--- src/rtl/rep_seq_ctrl_pkg.sv ---
// rep_seq_pkg: shared types and constants for the repeated-value sequence
// controller (value v emitted v times: 1,2,2,3,3,3,...).
package rep_seq_pkg;

    typedef enum logic [1:0] {
        ST_IDLE = 2'd0,
        ST_RUN  = 2'd1,
        ST_DONE = 2'd2
    } rep_seq_state_e;

    localparam int W_DEF     = 6;
    localparam int BW_DEF    = 12;
    localparam int SEQ_FIRST = 1;

endpackage

--- src/rtl/rep_seq_ctrl_if.sv ---
// rep_seq_ctrl_if: valid/ready output stream carrying the current value and
// its repetition index. The controller is the master, the consumer the slave.
interface rep_seq_ctrl_if #(
    parameter int W = 6
);
    logic         out_valid;
    logic         out_ready;
    logic [W-1:0] out_value;
    logic [W-1:0] rep_idx;

    modport master (
        output out_valid,
        output out_value,
        output rep_idx,
        input  out_ready
    );

    modport slave (
        input  out_valid,
        input  out_value,
        input  rep_idx,
        output out_ready
    );
endinterface

--- src/rtl/rep_seq_core.sv ---
// rep_seq_core: curr/rep register pair of the sequence. rep counts 1..curr;
// when rep reaches curr the value steps up until it reaches the limit.
// On the final beat an advance holds the pair; the caller decides whether
// to reload (wrap) or to stop.
module rep_seq_core
    import rep_seq_pkg::*;
#(
    parameter int W = W_DEF
) (
    input  logic         clk,
    input  logic         rst,
    input  logic         clear_i,
    input  logic         load_first_i,
    input  logic         advance_i,
    input  logic [W-1:0] lim_i,
    output logic [W-1:0] curr_o,
    output logic [W-1:0] rep_o,
    output logic         last_beat_o
);

    localparam logic [W-1:0] ONE  = W'(SEQ_FIRST);
    localparam logic [W-1:0] ZERO = {W{1'b0}};

    logic [W-1:0] curr_q;
    logic [W-1:0] rep_q;

    // Sequence state update; clear beats load, load beats advance.
    always_ff @(posedge clk or posedge rst) begin
        if (rst) begin
            curr_q <= ZERO;
            rep_q  <= ZERO;
        end else if (clear_i) begin
            curr_q <= ZERO;
            rep_q  <= ZERO;
        end else if (load_first_i) begin
            curr_q <= ONE;
            rep_q  <= ONE;
        end else if (advance_i) begin
            if (rep_q != curr_q) begin
                rep_q <= rep_q + ONE;
            end else if (curr_q != lim_i) begin
                curr_q <= curr_q + ONE;
                rep_q  <= ONE;
            end else begin
                curr_q <= curr_q;
                rep_q  <= rep_q;
            end
        end else begin
            curr_q <= curr_q;
            rep_q  <= rep_q;
        end
    end

    assign curr_o      = curr_q;
    assign rep_o       = rep_q;
    assign last_beat_o = (rep_q == curr_q) && (curr_q == lim_i);

endmodule

--- src/rtl/rep_seq_ctrl.sv ---
// rep_seq_ctrl: start/stop sequencing, programmable limit, valid/ready
// output handshake, completion status and beat counter around rep_seq_core.
// Optional feature macro: REP_SEQ_WRAP_EN -- restart at 1 after the last
// beat instead of entering DONE; done then pulses once per pass.
module rep_seq_ctrl
    import rep_seq_pkg::*;
#(
    parameter int W  = W_DEF,
    parameter int BW = 2 * W
) (
    input  logic                 clk,
    input  logic                 rst,
    input  logic                 start,
    input  logic                 stop,
    input  logic [W-1:0]         limit,
    rep_seq_ctrl_if.master       out,
    output logic                 busy,
    output logic                 done,
    output logic                 cfg_err,
    output logic [BW-1:0]        beat_cnt
);

    localparam logic [BW-1:0] BEAT_ONE  = {{(BW-1){1'b0}}, 1'b1};
    localparam logic [BW-1:0] BEAT_ZERO = {BW{1'b0}};
    localparam logic [W-1:0]  LIM_ZERO  = {W{1'b0}};

    rep_seq_state_e state_q;
    logic [W-1:0]   lim_q;
    logic [BW-1:0]  beat_cnt_q;
    logic           out_valid_q;
    logic           busy_q;
    logic           done_q;
    logic           cfg_err_q;

    logic [W-1:0]   curr_s;
    logic [W-1:0]   rep_s;
    logic           last_beat_s;
    logic           xfer_s;
    logic           idle_or_done_s;
    logic           start_ok_s;
    logic           wrap_load_s;

    assign xfer_s         = out_valid_q & out.out_ready;
    assign idle_or_done_s = (state_q == ST_IDLE) || (state_q == ST_DONE);
    assign start_ok_s     = idle_or_done_s & start & ~stop & (limit != LIM_ZERO);
`ifdef REP_SEQ_WRAP_EN
    assign wrap_load_s    = (state_q == ST_RUN) & xfer_s & last_beat_s & ~stop;
`else
    assign wrap_load_s    = 1'b0;
`endif

    rep_seq_core #(.W(W)) u_core (
        .clk          (clk),
        .rst          (rst),
        .clear_i      (stop),
        .load_first_i (start_ok_s | wrap_load_s),
        .advance_i    ((state_q == ST_RUN) & xfer_s),
        .lim_i        (lim_q),
        .curr_o       (curr_s),
        .rep_o        (rep_s),
        .last_beat_o  (last_beat_s)
    );

    // Control FSM with registered handshake, status and beat counter.
    always_ff @(posedge clk or posedge rst) begin
        if (rst) begin
            state_q     <= ST_IDLE;
            lim_q       <= LIM_ZERO;
            beat_cnt_q  <= BEAT_ZERO;
            out_valid_q <= 1'b0;
            busy_q      <= 1'b0;
            done_q      <= 1'b0;
            cfg_err_q   <= 1'b0;
        end else begin
            cfg_err_q <= 1'b0;
`ifdef REP_SEQ_WRAP_EN
            done_q    <= 1'b0;
`endif
            case (state_q)
                ST_IDLE, ST_DONE: begin
                    if (stop) begin
                        state_q     <= ST_IDLE;
                        out_valid_q <= 1'b0;
                        busy_q      <= 1'b0;
                        done_q      <= 1'b0;
                    end else if (start && (limit != LIM_ZERO)) begin
                        state_q     <= ST_RUN;
                        lim_q       <= limit;
                        beat_cnt_q  <= BEAT_ZERO;
                        out_valid_q <= 1'b1;
                        busy_q      <= 1'b1;
                        done_q      <= 1'b0;
                    end else if (start) begin
                        cfg_err_q <= 1'b1;
                    end else begin
                        state_q <= state_q;
                    end
                end
                ST_RUN: begin
                    if (xfer_s) begin
                        beat_cnt_q <= beat_cnt_q + BEAT_ONE;
                    end
                    if (stop) begin
                        state_q     <= ST_IDLE;
                        out_valid_q <= 1'b0;
                        busy_q      <= 1'b0;
                        done_q      <= 1'b0;
                    end else if (xfer_s && last_beat_s) begin
`ifdef REP_SEQ_WRAP_EN
                        done_q      <= 1'b1;
`else
                        state_q     <= ST_DONE;
                        out_valid_q <= 1'b0;
                        busy_q      <= 1'b0;
                        done_q      <= 1'b1;
`endif
                    end else begin
                        state_q <= ST_RUN;
                    end
                end
                default: begin
                    state_q     <= ST_IDLE;
                    out_valid_q <= 1'b0;
                    busy_q      <= 1'b0;
                    done_q      <= 1'b0;
                end
            endcase
        end
    end

    assign out.out_valid = out_valid_q;
    assign out.out_value = curr_s;
    assign out.rep_idx   = rep_s;
    assign busy          = busy_q;
    assign done          = done_q;
    assign cfg_err       = cfg_err_q;
    assign beat_cnt      = beat_cnt_q;

endmodule

--- src/flat_wrapper.sv ---
// flat-port wrapper written by rule: the top's interface ports become plain ports
module rep_seq_ctrl_flat import rep_seq_pkg::*;
#(
    parameter int W  = W_DEF,
    parameter int BW = 2 * W
)
  (clk, rst, start, stop, limit, busy, done, cfg_err, beat_cnt, out_out_valid, out_out_value, out_rep_idx, out_out_ready);
  rep_seq_ctrl_if #(.W(W)) out_i ();
  input  logic clk;
  input  logic rst;
  input  logic start;
  input  logic stop;
  input  logic [W-1:0] limit;
  output logic busy;
  output logic done;
  output logic cfg_err;
  output logic [BW-1:0] beat_cnt;
  output wire logic [$bits(out_i.out_valid)-1:0] out_out_valid;
  output wire logic [$bits(out_i.out_value)-1:0] out_out_value;
  output wire logic [$bits(out_i.rep_idx)-1:0] out_rep_idx;
  input wire logic [$bits(out_i.out_ready)-1:0] out_out_ready;
  assign out_out_valid = out_i.out_valid;
  assign out_out_value = out_i.out_value;
  assign out_rep_idx = out_i.rep_idx;
  assign out_i.out_ready = out_out_ready;
  rep_seq_ctrl #(.W(W), .BW(BW)) u_core (.clk(clk), .rst(rst), .start(start), .stop(stop), .limit(limit), .out(out_i), .busy(busy), .done(done), .cfg_err(cfg_err), .beat_cnt(beat_cnt));
endmodule
--- config.mk ---
export PLATFORM = sky130hd
export DESIGN_NAME = rep_seq_ctrl_flat
export DESIGN_NICKNAME = d
export VERILOG_FILES = /design/src/rtl/rep_seq_ctrl_pkg.sv /design/src/rtl/rep_seq_ctrl_if.sv /design/src/rtl/rep_seq_core.sv /design/src/rtl/rep_seq_ctrl.sv /design/src/flat_wrapper.sv
export SDC_FILE = /design/constraint.sdc
export NUM_CORES = 1
export LEC_CHECK = 0
export BUFFER_PORTS_ARGS = -buffer_cell sky130_fd_sc_hd__buf_2
export CAP_MARGIN = 20
export CORE_UTILIZATION = 45
export DETAILED_ROUTE_END_ITERATION = 8
export PLACE_DENSITY_LB_ADDON = 0.3
export SKIP_CTS_REPAIR_TIMING = 1
export SLEW_MARGIN = 25
export SYNTH_ARGS = -nofsm -noshare
export SYNTH_HDL_FRONTEND = slang
export SYNTH_SLANG_ARGS = --single-unit
--- constraint.sdc ---
create_clock -name clk -period 2.1 [get_ports clk]
set_input_delay 0.42 -clock clk [delete_from_list [all_inputs] [get_ports clk]]
set_output_delay 0.42 -clock clk [all_outputs]
set_load 0.01 [all_outputs]
=== Word level (Yosys, flattened, before mapping) ===
Cells that the tools add are included.

* Add/subtract/negate cells: 3
* Equality and inequality tests: 12
* Mux-type cells: 33
* Bitwise operators: 6
* Reductions and logical operators: 16

{| class="wikitable"
|+ Operators by type and width
! kind !! count
|-
| $mux W6 || 10
|-
| $mux W12 || 3
|-
| $pmux W12 S2 || 1
|-
| $add A12 B1 Y12 const B || 1
|-
| $add A6 B1 Y6 const B || 2
|-
| $eq A6 B6 Y1 || 2
|-
| $mux W1 || 12
|-
| $ne A6 B6 Y1 || 2
|-
| $mux W2 || 4
|-
| $ne A3 B2 Y1 const B || 2
|-
| $reduce_and A3 Y1 || 2
|-
| $reduce_bool A3 Y1 || 2
|-
| $reduce_bool A6 Y1 || 1
|-
| $and A1 B1 Y1 || 5
|-
| $ne A2 B1 Y1 const B || 2
|-
| $pmux W1 S2 || 2
|-
| $pmux W2 S2 || 1
|-
| $reduce_and A2 Y1 || 2
|-
| $reduce_and A4 Y1 || 1
|-
| $reduce_bool A4 Y1 || 1
|-
| $logic_and A1 B1 Y1 || 3
|-
| $ne A3 B3 Y1 const B || 1
|-
| $eq A2 B1 Y1 const B || 1
|-
| $eq A2 B2 Y1 const B || 1
|-
| other kinds (6) || 6
|}

* Register bits after elaboration: 35
* Bits of input ports: 11
* Output and inout port bits: 28
* Logic and storage cells: 78

=== Longest topological paths before layout ===
Gate-level depths: netlist (run 1).

* Depth after elaboration: 7
* Gate-level depth with buffers: 7
* Gate-level depth less buffers: 6

=== By module ===
From an unflattened synthesis (run 1), not the netlist that was laid out.

* Cells, all modules: 220
* Area total of the unflattened synthesis: 2,083.2 um2

{| class="wikitable"
|+ Modules (own cells, without submodules)
! module !! instances !! cells each !! area each (um2) !! sequential area each (um2)
|-
| rep_seq_ctrl || 1 || 120 || 1,188.6 || 575.6
|-
| rep_seq_core || 1 || 100 || 894.6 || 300.3
|}

=== Worst setup path after synthesis (run 1) ===
Ideal clock, no wire load.

* Path type: register to register
* Start point: reg u_core.u_core.curr_q[2], in the netlist u_core.u_core.curr_o[2]
* End point: reg u_core.u_core.rep_q[0], in the netlist u_core.u_core.rep_o[0]
* Setup time: 124 ps
* Data arrival time: 1,668 ps
* Required time: 1,976 ps
* Setup slack: 308 ps
* Stages on the path, launching flop included: 7
* Path buffers: 1
* Clock period less this slack: 1,792 ps
* Cells stage by stage: dfrtp_1 buf_6 xnor2_2 nand2_1 or4_4 and2_4 o31a_1

* Cells in the longest elaborated chain, start to end: 5
* Elaborated cells on any way between the ends: 8
* Those cells by class: eq/ne: 2; mux: 4; reduce/logical: 2

{| class="wikitable"
|+ Ends and longest elaborated chain
! item !! RTL line !! text
|-
| from (decl) || rep_seq_core.sv:24 || <nowiki>logic [W-1:0] curr_q;</nowiki>
|-
| from (signal assigned) || rep_seq_core.sv:42 || <nowiki>curr_q <= curr_q + ONE;</nowiki>
|-
| from (signal assigned) || rep_seq_core.sv:45 || <nowiki>curr_q <= curr_q;</nowiki>
|-
| from (signal assigned) || rep_seq_core.sv:49 || <nowiki>curr_q <= curr_q;</nowiki>
|-
| $ne A6 B6 Y1 || rep_seq_core.sv:39 || <nowiki>if (rep_q != curr_q) begin</nowiki>
|-
| $mux W6 || rep_seq_core.sv:39 ||
|-
| $mux W6 || rep_seq_core.sv:38 || <nowiki>end else if (advance_i) begin</nowiki>
|-
| $mux W6 || rep_seq_core.sv:35 || <nowiki>end else if (load_first_i) begin</nowiki>
|-
| $mux W6 || rep_seq_core.sv:32 || <nowiki>end else if (clear_i) begin</nowiki>
|-
| to (signal assigned) || rep_seq_core.sv:40 || <nowiki>rep_q <= rep_q + ONE;</nowiki>
|-
| to (signal assigned) || rep_seq_core.sv:46 || <nowiki>rep_q <= rep_q;</nowiki>
|-
| to (signal assigned) || rep_seq_core.sv:50 || <nowiki>rep_q <= rep_q;</nowiki>
|-
| to (decl) || rep_seq_core.sv:25 || <nowiki>logic [W-1:0] rep_q;</nowiki>
|}

Several ways; a longest one is shown, not always the timed one. The select of a mux whose other input is x is not followed.
A chain may end at the register's enable or synchronous reset.

=== Worst setup path after layout (run 1) ===
* Start point: reg u_core.u_core.curr_q[4], in the netlist u_core.u_core.curr_o[4]
* End point: reg u_core.u_core.rep_q[0], in the netlist u_core.u_core.rep_o[0]

Same word-level chain as after synthesis.

==> results of run 1 <==
[synth_stat cells, types with 7 or more instances]
| library cell | number | area (um2) |
|---|---|---|
| sky130_fd_sc_hd__xnor2_1 | 11 | 96.3 |
| sky130_fd_sc_hd__o21ai_0 | 13 | 65.1 |
| sky130_fd_sc_hd__a21oi_1 | 8 | 40.0 |
| sky130_fd_sc_hd__nand3_1 | 12 | 60.1 |
| sky130_fd_sc_hd__dfrtp_1 | 35 | 876 |
| sky130_fd_sc_hd__nand2_1 | 33 | 124 |
| sky130_fd_sc_hd__nand4_1 | 7 | 43.8 |
| sky130_fd_sc_hd__nor2_1 | 17 | 63.8 |
| sky130_fd_sc_hd__xor2_1 | 10 | 87.6 |
[where the power goes]
part | total (mW) | internal [mW] | switching [mW]
Combinational | 0.184 | 0.0752 | 0.108
Clock | 0.540 | 0.299 | 0.240
Sequential | 0.742 | 0.706 | 0.0353
[placed cells by master (no fill, tap or decap), types with 2 or more instances in the layout]
master and n:
sky130_fd_sc_hd__nand4b_1 2, sky130_fd_sc_hd__mux2i_1 2, sky130_fd_sc_hd__nor3_1 4, sky130_fd_sc_hd__o21ai_0 13, sky130_fd_sc_hd__or3_1 4, sky130_fd_sc_hd__buf_4 8, sky130_fd_sc_hd__ha_1 3, sky130_fd_sc_hd__xor2_1 10
sky130_fd_sc_hd__nand2_1 33, sky130_fd_sc_hd__nand4_1 7, sky130_fd_sc_hd__and3_1 4, sky130_fd_sc_hd__a21o_1 4, sky130_fd_sc_hd__dfrtp_1 35, sky130_fd_sc_hd__xnor2_1 11, sky130_fd_sc_hd__o211ai_1 3, sky130_fd_sc_hd__a21oi_1 8
sky130_fd_sc_hd__and2_1 2, sky130_fd_sc_hd__a22o_1 2, sky130_fd_sc_hd__inv_1 4, sky130_fd_sc_hd__buf_2 38, sky130_fd_sc_hd__clkbuf_8 7, sky130_fd_sc_hd__and4_1 2, sky130_fd_sc_hd__nor2_1 17, sky130_fd_sc_hd__nand3_1 12
sky130_fd_sc_hd__o21a_1 2
[registers in the layout, indices dropped and copies added, names as in the netlist]
name / flops
u_core.cfg_err: 1
u_core.u_core.curr_o: 6
u_core.done: 1
u_core.u_core.rep_o: 6
u_core.state_q: 2
u_core.busy: 1
u_core.lim_q: 6
u_core.beat_cnt: 12
[cell families (layout without fill, tap and decap cells)]
group,count (synthesis),in the layout,share of synthesized area (%)
and+or+nand+nor,97,97,25.7
AOI/OAI and AO/OA,38,38,12.1
DFF,35,35,45.1
xor gates and xnor gates,22,22,10.3
buffers and inverters,12,58,3.74
adders and majority gates,3,3,1.93
muxes,2,2,1.03
[final cells by class]
| cell class | count | area (um2) |
|---|---|---|
| clock buffers | 8 | 100 |
| fillers | 379 | 1760 |
| inverters | 4 | 15.0 |
| multi-input cells | 162 | 998 |
| flip-flops and latches | 35 | 876 |
| well taps | 50 | 62.6 |
| repair buffers | 46 | 250 |
[metal layers]
layer  share of wire [%]  GRT usage [%]  wire (um)
met1                  48           28.2       2030
met5                   0              0          0
met3                 4.9           5.74        210
met4                 1.2           7.98         51
met2                  46           31.8       1970
[worst max-delay path by stage]
| stage | slack, ns | end | cells after the start |
|---|---|---|---|
| after floorplan | 0.31 | u_core.u_core.rep_o[0] | 6 |
| after global placement | 0.22 | u_core.u_core.curr_o[2] | 7 |
| after detailed placement | 0.18 | u_core.u_core.curr_o[1] | 6 |
| after CTS | 0.13 | u_core.u_core.curr_o[1] | 6 |
| after global routing | 0.14 | u_core.u_core.rep_o[0] | 5 |
| final | 0.23 | u_core.u_core.rep_o[0] | 5 |
[worst min-delay path: stages]
cell	delay, ns
sky130_fd_sc_hd__buf_2	0.09
sky130_fd_sc_hd__inv_1	0.04
sky130_fd_sc_hd__buf_4	0.38
[stage by stage]
stage          worst slack, ns  cells  util (%)  cell area, um2  power, mW
3_3_place_gp             0.216    297      54.1            2200      0.933
5_1_grt                  0.143    305      56.7            2300       1.54
6_report                 0.228    305      56.7            2300       1.47
2_1_floorplan            0.308    209         -            1940      0.880
4_1_cts                  0.127    305      56.6            2300       1.49
3_5_place_dp             0.176    297      54.1            2200      0.937
==> summary by stage, run 1 <==
Yosys
The number of nets in the synthesized netlist is 223. A synthesized cell averages 9.29 um2. After synthesis, the share of flip-flops with an asynchronous set or reset is 100%. The dominant synthesized flop cell is sky130_fd_sc_hd__dfrtp_1.

The count of flip-flops with a built-in enable after synthesis is 0. Counting every instance in the synthesized netlist gives 209. The sequential share of the synthesized area is 45.1%.

The synthesized netlist contains 42 unique library cells. In this run, synthesis produced a sequential element count of 35. The summed instance area of the synthesized netlist is 1940 um2. The number of synthesis warnings is 0.

Die
After floorplanning, the core was divided into 23 placement rows. The die covers 4580 um2. The placeable core region is 4060 um2. The starting density of the core is 47.8%. Measured along the y axis, the die boundary spans 67.7 um. Measured along the x axis, the die boundary spans 67.7 um. The I/O pin count is 39.

Worst setup path
The signal arrival time at the worst endpoint is 2.06 ns. On the critical path the largest part of the delay comes from simple AND/OR/NAND/NOR gates. STA classifies the critical path startpoint as a flip-flop. Across all register-to-register paths, the minimum setup slack is 0.23 ns.

In this run the critical register-to-register path is captured at u_core.u_core.rep_o[0]. The category of the critical setup timing path is reg2reg. The largest single stage delay on the critical path is 0.56 ns. For the worst setup path, the data required time is 2.28 ns.

The biggest fanout along the worst timing path is 6. The endpoint kind of the worst setup timing path is a flip-flop. The critical path goes through xnor2_1 > nand4_1 > or4_4 > and2_4 > o31a_1. The number of cell instances on the worst register-to-register path is 5. The worst-path cell with the longest stage delay is sky130_fd_sc_hd__or4_4. The source of the critical timing path is u_core.u_core.curr_o[4]. The startpoint of the worst register-to-register path is u_core.u_core.curr_o[4]. The sum of buffers and inverters on the critical path is 0.

CTS
The number of clock sinks is 35. After clock tree synthesis, the clock-pin slew on the worst setup and hold paths is 0.07 ns. Clock latency on the worst-skew pair, taken at its later pin, is 0.29 ns. The H-tree level count is 2. In this run, CTS created clock tree buffers numbering 5. TritonCTS built the clock tree. The clock root buffer is sky130_fd_sc_hd__clkbuf_8.

In this run the deepest clock path goes through 2 buffers.

GRT
The maximum number of pins on one net before global-route repair is 36. The number of antenna violations at the first check in global routing was 0. The total congestion overflow after global routing is 0. The number of global-route vias before repair was 1538.

The wire length of the first global-routing pass is 7020 um. The overall global routing resource usage is 21.0%.

Timing
The final setup violation count is 0. The final critical delay including setup and external delays is 1.87 ns. Setup repair after global routing left no endpoint under its margin. The tightest hold margin is 0.217 ns. The transition time of the tightest slew-check pin is 0.439 ns. The final critical-path share of the clock period is 89.2%. For the final database, setup skew stands at 0.00885 ns.

The timing-limited maximum frequency is 534 MHz. The total negative setup slack is 0 ns. The total count of hold-check failures in the final report came to 0. In this run the tightest slew margin relative to its limit is 70.7%.

The final max-slew violation count is 0.

Placement
The number of I/O port buffers is 38. Detailed placement ended at an HPWL of 3120 um. Routability-driven placement finished with a final weighted congestion of 0.823.

Finish
0 antenna diodes ended up in the layout. In the final design database the tool counted 268 nets. The area growth from synthesis to layout is 18.6%. The post-route netlist has 23.9% of its cells at a drive strength greater than 1.

Power
The cell leakage power is 1.15 nW. The peak ir drop on the vdd network is 0.362 mV. In this run the power density over the cells is 636 nW/um2.

Routing
The wire length after detailed routing is 4270 um. The pre-antenna-repair detailed-routing pass consisted of 4 iterations. The initial detailed-routing violation count is 112. The wire length per cell is 14.0 um. In the routed design, unresolved DRC markers number 0. The final antenna-violating net count is 0.

The detail-routed via count per cell is 5.51. The final route contains 1682 vias.

Status
The flow ran to the end, and the final reports show no timing, DRC or antenna violations.

Min path
The path class of the lowest-slack min-delay path is in2async.

Job
Across the run, the number of max-cap violations was 0.
No activity file was read; power rests on OpenSTA's default activity.
==> run 2, diff against run 1 <==
- BUFFER_PORTS_ARGS: -buffer_cell sky130_fd_sc_hd__buf_2 -> default
- DONT_BUFFER_PORTS: default -> 1
==> run 2 against run 1 <==
Register-to-register slack hardly changed. Via count is 10% lower. Design area is 6.3% lower. Non-clock buffer count is 31 lower. Routed wire length is 1.1% lower. Final cell count is 10% lower. Utilization is 3.5 points lower. Critical path depth stayed put. Sequential share of layout area is 2.5 points higher. Sequential cell count stayed put. Clock skew is 0.0062 ns lower. Largest power group unchanged. Highest routed layer unchanged.
==> summary by stage, run 2 (synthesis results as in run 1) <==
Routing
The total via count after detailed routing is 1507 (-10%). The final antenna-violating net count is 0 (unchanged). The number of iterations in the first detailed-routing pass is 4 (unchanged). The wire length after detailed routing came to 4220 um (-1.1%).

The detail-routed via count per cell is 5.50 (-0.27%). The number of remaining DRC errors is 0 (unchanged). The wire length per cell was 15.4 um (+10%). The initial detailed-routing violation count is 60 (-46%).

CTS
The number of CTS-inserted buffers came to 5 (unchanged). The deepest clock path buffer count came to 2 (unchanged). The clock root buffer is sky130_fd_sc_hd__clkbuf_8. The number of clock sinks is 35 (unchanged). The insertion delay of the later-clocked pin in the worst-skew pair is 0.28 ns (about the same). The clock-pin slew on the worst setup and hold paths is 0.07 ns (about the same). The H-tree level count is 2 (unchanged). The CTS tree is yes.

Power
The combinational fraction of design power is 11.8% (-0.7 points). The fraction of power spent switching nets was 25.3% (-0.96 points). The cell internal power dissipation is 1.07 mW (-0.57%).

The part of the power in registers is 51.7% (+1.1 points). The power per standard cell area is 666 nW/um2 (+4.7%). The clock share of power is 36.5% (-0.3 points).

The net switching power is 0.363 mW (-5.4%). The peak ir drop on the vdd network is 0.525 mV (+45%). The cell leakage power came to 0.990 nW (-14%).

Die
The placeable core region came to 4060 um2 (unchanged). The starting density of the core is 47.8% (unchanged). The area of the die is 4580 um2 (unchanged). The I/O pin count is 39 (unchanged).

The number of rows created at floorplan is 23 (unchanged). The die width is 67.7 um (unchanged). The die boundary height is 67.7 um (unchanged).

GRT
The number of antenna violations at the first check in global routing is 0 (unchanged). The maximum number of pins on one net before global-route repair came to 36 (unchanged). The number of global-route vias before repair is 1489 (-3.2%). The wire length of the first global-routing pass is 7020 um (about the same). The overall global routing resource usage is 20.9% (-0.085 points).

The total congestion overflow after global routing came to 0 (unchanged).

Placement
The placed cell count is 266 (-10%). The number of I/O port buffers came to 0 (-100%). The detailed placement HPWL came to 3200 um (+2.6%).

The final estimated routing congestion in global placement is 0.782 (-5.0%).

Job
The max-cap check violation count is 0 (unchanged).

Worst setup path
The signal arrival time at the worst endpoint was 2.05 ns (about the same). The source of the critical timing path is u_core.u_core.curr_o[4]. The biggest fanout along the worst timing path came to 6 (unchanged). The endpoint kind of the worst setup timing path is a flip-flop. The number of cell instances on the worst register-to-register path is 5 (unchanged). The worst register-to-register path begins at u_core.u_core.curr_o[4]. The endpoint identified for the worst register-to-register timing path is u_core.u_core.rep_o[0]. STA classifies the critical path startpoint as a flip-flop. The setup slack on the worst flop-to-flop path was 0.22 ns (about the same).

The end of the critical path is u_core.u_core.rep_o[0]. The required time reported for the critical path endpoint is 2.27 ns (about the same). The category of the critical setup timing path is reg2reg.

Status
The flow ran to the end, and the final reports show no timing, DRC or antenna violations.

Timing
The timing-limited maximum frequency is 532 MHz (-0.36%). The final critical delay including setup and external delays is 1.88 ns (+0.00675 ns). The total negative setup slack was 0 ns (unchanged). The total count of hold-check failures in the final report is 0 (unchanged). The tightest hold margin is 0.124 ns (-0.0932 ns). The transition time of the tightest slew-check pin is 0.439 ns (-0.000621 ns). The worst-case headroom to the max-slew limit is 70.8% (about the same). Setup repair after global routing left no endpoint under its margin. The final critical-path share of the clock period came to 89.5% (+0.32 points). The final setup violation count was 0 (unchanged).

The worst setup skew after layout came to 0.00263 ns (-0.00623 ns). The final max-slew violation count came to 0 (unchanged).

Finish
The filler cell count is 379 (unchanged). The area growth from synthesis to layout is 11.2%. The most common cell after layout, fill and taps aside is sky130_fd_sc_hd__dfrtp_1. The fraction of layout instances using a drive strength above 1 is 12.9% (-11 points). The antenna diode instance count was 0 (unchanged). The number of flip-flops under the largest register name is 12 (unchanged). Leaving out fill and tap cells, the most frequent cells in the layout are sky130_fd_sc_hd__dfrtp_1, sky130_fd_sc_hd__nand2_1, sky130_fd_sc_hd__nor2_1. The number of nets in the final layout was 237 (-12%). The non-filler instance count after layout is 274 (-10%).

Min path
The min-delay analysis places its worst path in the category in2async.
## run 2: changes by cell type in the layout (fill, tap and decap cells not counted)
cell | previous run | this run
sky130_fd_sc_hd__buf_2 | 38 | 0
sky130_fd_sc_hd__buf_4 | 8 | 15
sky130_fd_sc_hd__o2111ai_2 | 1 | 0
sky130_fd_sc_hd__o2111ai_1 | 0 | 1
## run 2: worst min-delay path by stage
stage | startpoint | endpoint | slack (ns) | depth (start not counted)
after floorplan | u_core.lim_q[1] | u_core.lim_q[1] | 0.47 | 2
after global placement | rst | u_core.lim_q[5] | 0.44 | 2
after detailed placement | rst | u_core.lim_q[5] | 0.44 | 2
after CTS | rst | u_core.lim_q[5] | 0.14 | 2
after global routing | rst | u_core.u_core.curr_o[0] | 0.17 | 2
final | rst | u_core.lim_q[5] | 0.12 | 2
## run 2: critical path, cell delays in order (launching register included)
cell,delay [ns]
sky130_fd_sc_hd__dfrtp_1,0.48
sky130_fd_sc_hd__xnor2_1,0.21
sky130_fd_sc_hd__nand4_1,0.12
sky130_fd_sc_hd__or4_4,0.55
sky130_fd_sc_hd__and2_4,0.18
sky130_fd_sc_hd__o31a_1,0.23
## run 2: cell type report
class                   count  area (um2)  area share, %
clock buffers               8         100           4.64
flip-flops and latches     35         876           40.6
multi-input cells         162         992           46.0
repair buffers             15         113           5.22
inverters                   4        15.0          0.696
well taps                  50        62.6           2.90
## run 2: power by group through the flow
stage | sequential (mW) | combinational (mW) | clock (mW)
5_1_grt | 0.747 | 0.192 | 0.551
2_1_floorplan | 0.746 | 0.134 | 0
3_5_place_dp | 0.756 | 0.170 | 0
6_report | 0.743 | 0.169 | 0.525
3_3_place_gp | 0.755 | 0.168 | 0
4_1_cts | 0.743 | 0.172 | 0.532
## run 2: metrics by stage
step / util [%] / instance area [um2] / setup WS (ns) / total power, mW
floorplan: - / 1940 / 0.308 / 0.880
global placement: 50.7 / 2060 / 0.261 / 0.922
detailed placement: 50.7 / 2060 / 0.230 / 0.926
CTS: 53.2 / 2160 / 0.221 / 1.45
global route: 53.2 / 2160 / 0.101 / 1.49
finish: 53.2 / 2160 / 0.221 / 1.44
## run 2: routing by layer
| metal | vias up | global-route usage (%) | wire [um] |
|---|---|---|---|
| met4 | 0 | 7.45 | 37 |
| li1 | 760 | - | - |
| met2 | 34 | 30.0 | 1840 |
| met1 | 708 | 29.8 | 2110 |
| met5 | - | 0 | 0 |
| met3 | 5 | 5.74 | 240 |
==> run 3, diff against run 2 <==
- ABC_AREA: default -> 1
- SKIP_CTS_REPAIR_TIMING: 1 -> default
==> run 3 against run 2 <==
Fmax increased by 4.7%. Clock power is 7.0% lower. Largest power group unchanged. Final cell count is 28% higher. Worst setup slack improved by 0.084 ns. Largest cell class unchanged. Register-to-register slack gained 0.08 ns. Synthesized cell count rose by 43%. Worst hold slack worse by 0.019 ns. Die area is 11% higher. Routed wire length increased by 13%.
==> summary by stage, run 3 <==
Yosys
The sequential share of the synthesized area is 40.3% (-4.8 points). Sorting the synthesized cells by how often they occur yields sky130_fd_sc_hd__nand2_1, sky130_fd_sc_hd__dfrtp_1, sky130_fd_sc_hd__nand3_1. The synthesized area per cell is 7.28 um2 (-22%).

The summed instance area of the synthesized netlist is 2170 um2 (+12%). The number of instances in the synthesized netlist came to 298 (+43%). The count of flip-flops with a built-in enable after synthesis is 0 (unchanged). The number of nets produced by synthesis was 312 (+40%). The biggest area consumer among synthesized cells is sky130_fd_sc_hd__dfrtp_1. The fraction of synthesized cell area taken by the top area cell type is 40.3% (-4.8 points). The proportion of synthesized flip-flops having asynchronous set or reset is 100% (unchanged).

Yosys attributes the largest share of cell area to sky130_fd_sc_hd__dfrtp_1, sky130_fd_sc_hd__nand2_1, sky130_fd_sc_hd__nand3_1. The number of register bits inferred by synthesis is 35 (unchanged). The number of synthesis warnings was 0 (unchanged).

For this run, the leading register cell type out of synthesis is sky130_fd_sc_hd__dfrtp_1. The most common cell in the synthesized netlist is sky130_fd_sc_hd__nand2_1. The unique cell type count in the Yosys netlist is 29 (-31%).

Timing
The worst setup skew after layout was 0.00925 ns (+0.00662 ns). The total count of hold-check failures in the final report came to 0 (unchanged). The final setup violation count was 0 (unchanged). The tightest hold margin came to 0.105 ns (-0.0187 ns). The worst-case headroom to the max-slew limit is 60.6% (-10 points). The transition time of the tightest slew-check pin is 0.589 ns (+0.150 ns). The timing-limited maximum frequency is 557 MHz (+4.7%). Setup repair after global routing left no endpoint under its margin. The total negative setup slack is 0 ns (unchanged). The final critical delay including setup and external delays came to 1.80 ns (-0.0836 ns). The final max-slew violation count is 0 (unchanged).

The final critical-path share of the clock period came to 85.5% (-4.0 points).

Worst setup path
The signal arrival time at the worst endpoint is 1.98 ns (-0.07 ns). The biggest fanout along the worst timing path is 8 (+2). The category of the critical setup timing path is reg2reg.

STA classifies the critical path endpoint as a flip-flop. The worst setup path is launched from a flip-flop. The number of cell instances on the worst register-to-register path is 9 (+4). The required time reported for the critical path endpoint is 2.29 ns (+0.02 ns).

CTS
The number of setup buffers added after CTS is 0. The number of hold buffers added after CTS was 0. The deepest clock path buffer count is 2 (unchanged). The number of clock sinks was 35 (unchanged).

TritonCTS built the clock tree. The H-tree level count is 2 (unchanged). The tree is rooted in a sky130_fd_sc_hd__clkbuf_8. The insertion delay of the later-clocked pin in the worst-skew pair is 0.30 ns (+0.02 ns).

The post-cts gate resize count is 0. The clock-pin slew on the worst setup and hold paths is 0.08 ns (about the same). The number of CTS-inserted buffers is 5 (unchanged).

Placement
The final estimated routing congestion in global placement came to 0.820 (+4.8%). The number of I/O port buffers is 0 (unchanged). The detailed placement HPWL was 3440 um (+7.5%). The placed cell count is 344 (+29%).

Power
The post-layout total power is 1.78 mW (+24%). The peak ir drop on the vdd network is 0.358 mV (-32%). The cell leakage power is 1.12 nW (+13%). The power per standard cell area came to 776 nW/um2 (+16%).

Die
The die width was 71.5 um (+5.6%). The area of the die was 5110 um2 (+11%). The number of rows created at floorplan is 24 (+4.3%).

The placeable core region is 4500 um2 (+11%). The die boundary height came to 71.5 um (+5.6%). The starting density of the core is 48.2% (+0.37 points). The I/O pin count is 39 (unchanged).

Routing
The number of remaining DRC errors is 0 (unchanged). The wire length per cell is 13.5 um (-12%). The detail-routed via count per cell is 5.38 (-2.2%).

The total via count after detailed routing is 1893 (+26%). The number of iterations in the first detailed-routing pass is 4 (unchanged). The wire length after detailed routing is 4760 um (+13%). The initial detailed-routing violation count is 113 (+88%).

The final antenna-violating net count is 0 (unchanged).

GRT
The overall global routing resource usage came to 21.1% (+0.24 points). The number of antenna violations at the first check in global routing is 0 (unchanged). The total congestion overflow after global routing is 0 (unchanged). The number of global-route vias before repair is 1827 (+23%). The wire length of the first global-routing pass is 8370 um (+19%). The maximum number of pins on one net before global-route repair is 36 (unchanged).

Finish
The fraction of layout instances using a drive strength above 1 is 9.33% (-3.6 points). The non-filler instance count after layout came to 352 (+28%). The filler cell count is 460 (+21%).

The antenna diode instance count is 0 (unchanged). The relative area change from synthesis to final layout is 5.71%. The most common cell after layout, fill and taps aside is sky130_fd_sc_hd__nand2_1.

The number of flip-flops under the largest register name is 12 (unchanged). In the layout the commonest cells are sky130_fd_sc_hd__nand2_1, sky130_fd_sc_hd__dfrtp_1, sky130_fd_sc_hd__nand3_1. The number of nets in the final layout is 313 (+32%).

Job
The max-cap check violation count is 0 (unchanged).

Min path
The worst hold path belongs to the class in2async.

Status
The run finished with clean final reports.
==> run 3: cell types whose count changed in the layout (fill, tap and decap cells not counted), sizes merged, moves of 6 or more <==
cell   change
nand2     +66
inv       +27
nand3     +19
nor2      +14
buf       -11
o31ai      +8
xnor2      -6
==> run 3: cells by family after synthesis <==
logic type      after synthesis  synth area share, %
compound gates               28                 8.30
fa+ha+maj                     3                 1.73
mux                           1                0.519
simple gates                173                 34.5
flops                        35                 40.3
xor+xnor                     16                 6.46
buf+inv                      42                 8.13
==> run 3: final cells by class <==
class                   instances  area [um2]  share of cell area (%)
well taps                      52        65.1                    2.84
repair buffers                  4        30.0                    1.31
clock inverters                 2        12.5                   0.545
inverters                      32         120                    5.23
multi-input cells             221        1120                    48.7
clock buffers                   6        72.6                    3.16
flip-flops and latches         35         876                    38.2
==> run 3: report_power, final <==
group,switching (mW),leakage [nW],internal (mW)
Combinational,0.274,0.611,0.146
Clock,0.257,0.0412,0.232
Sequential,0.123,0.468,0.750
Total,0.653,1.12,1.13
==> run 3: path summary, 6_finish.rpt <==
check	to	slack, ns	startpoint
setup / recovery	u_core.u_core.curr_o[1]	0.30	u_core.u_core.curr_o[2]
hold / removal	u_core.beat_cnt[2]	0.10	rst
setup reg to reg	u_core.u_core.curr_o[1]	0.30	u_core.u_core.curr_o[2]
hold reg to reg	u_core.state_q[1]	0.50	u_core.state_q[1]
max in group asynchronous	u_core.beat_cnt[10]	1.65	rst
min in group clk	u_core.cfg_err	0.19	stop
==> run 3: worst max-delay path, stage by stage (launching register included) <==
cell	delay (ns)
sky130_fd_sc_hd__dfrtp_1	0.58
sky130_fd_sc_hd__inv_2	0.10
sky130_fd_sc_hd__nand2_1	0.07
sky130_fd_sc_hd__nand2_1	0.04
sky130_fd_sc_hd__nor2_1	0.10
sky130_fd_sc_hd__nand2_1	0.08
sky130_fd_sc_hd__o211ai_1	0.50
sky130_fd_sc_hd__inv_1	0.08
sky130_fd_sc_hd__nand3_1	0.08
sky130_fd_sc_hd__nand2_1	0.04
==> run 3: stage by stage <==
| step | instance area [um2] | util [%] | worst slack, ns |
|---|---|---|---|
| 3_3_place_gp | 2210 | 49.1 | 0.338 |
| 3_5_place_dp | 2210 | 49.1 | 0.337 |
| 5_1_grt | 2290 | 50.9 | 0.101 |
| 2_1_floorplan | 2170 | - | 0.556 |
| 4_1_cts | 2290 | 50.9 | 0.326 |
| 6_report | 2290 | 50.9 | 0.305 |
==> run 3: per-layer routing <==
metal	track usage (%)	share of wire (%)
met5	0	0
met3	7.03	7.0
met4	7.19	0.76
met1	28.2	48
met2	32.5	44
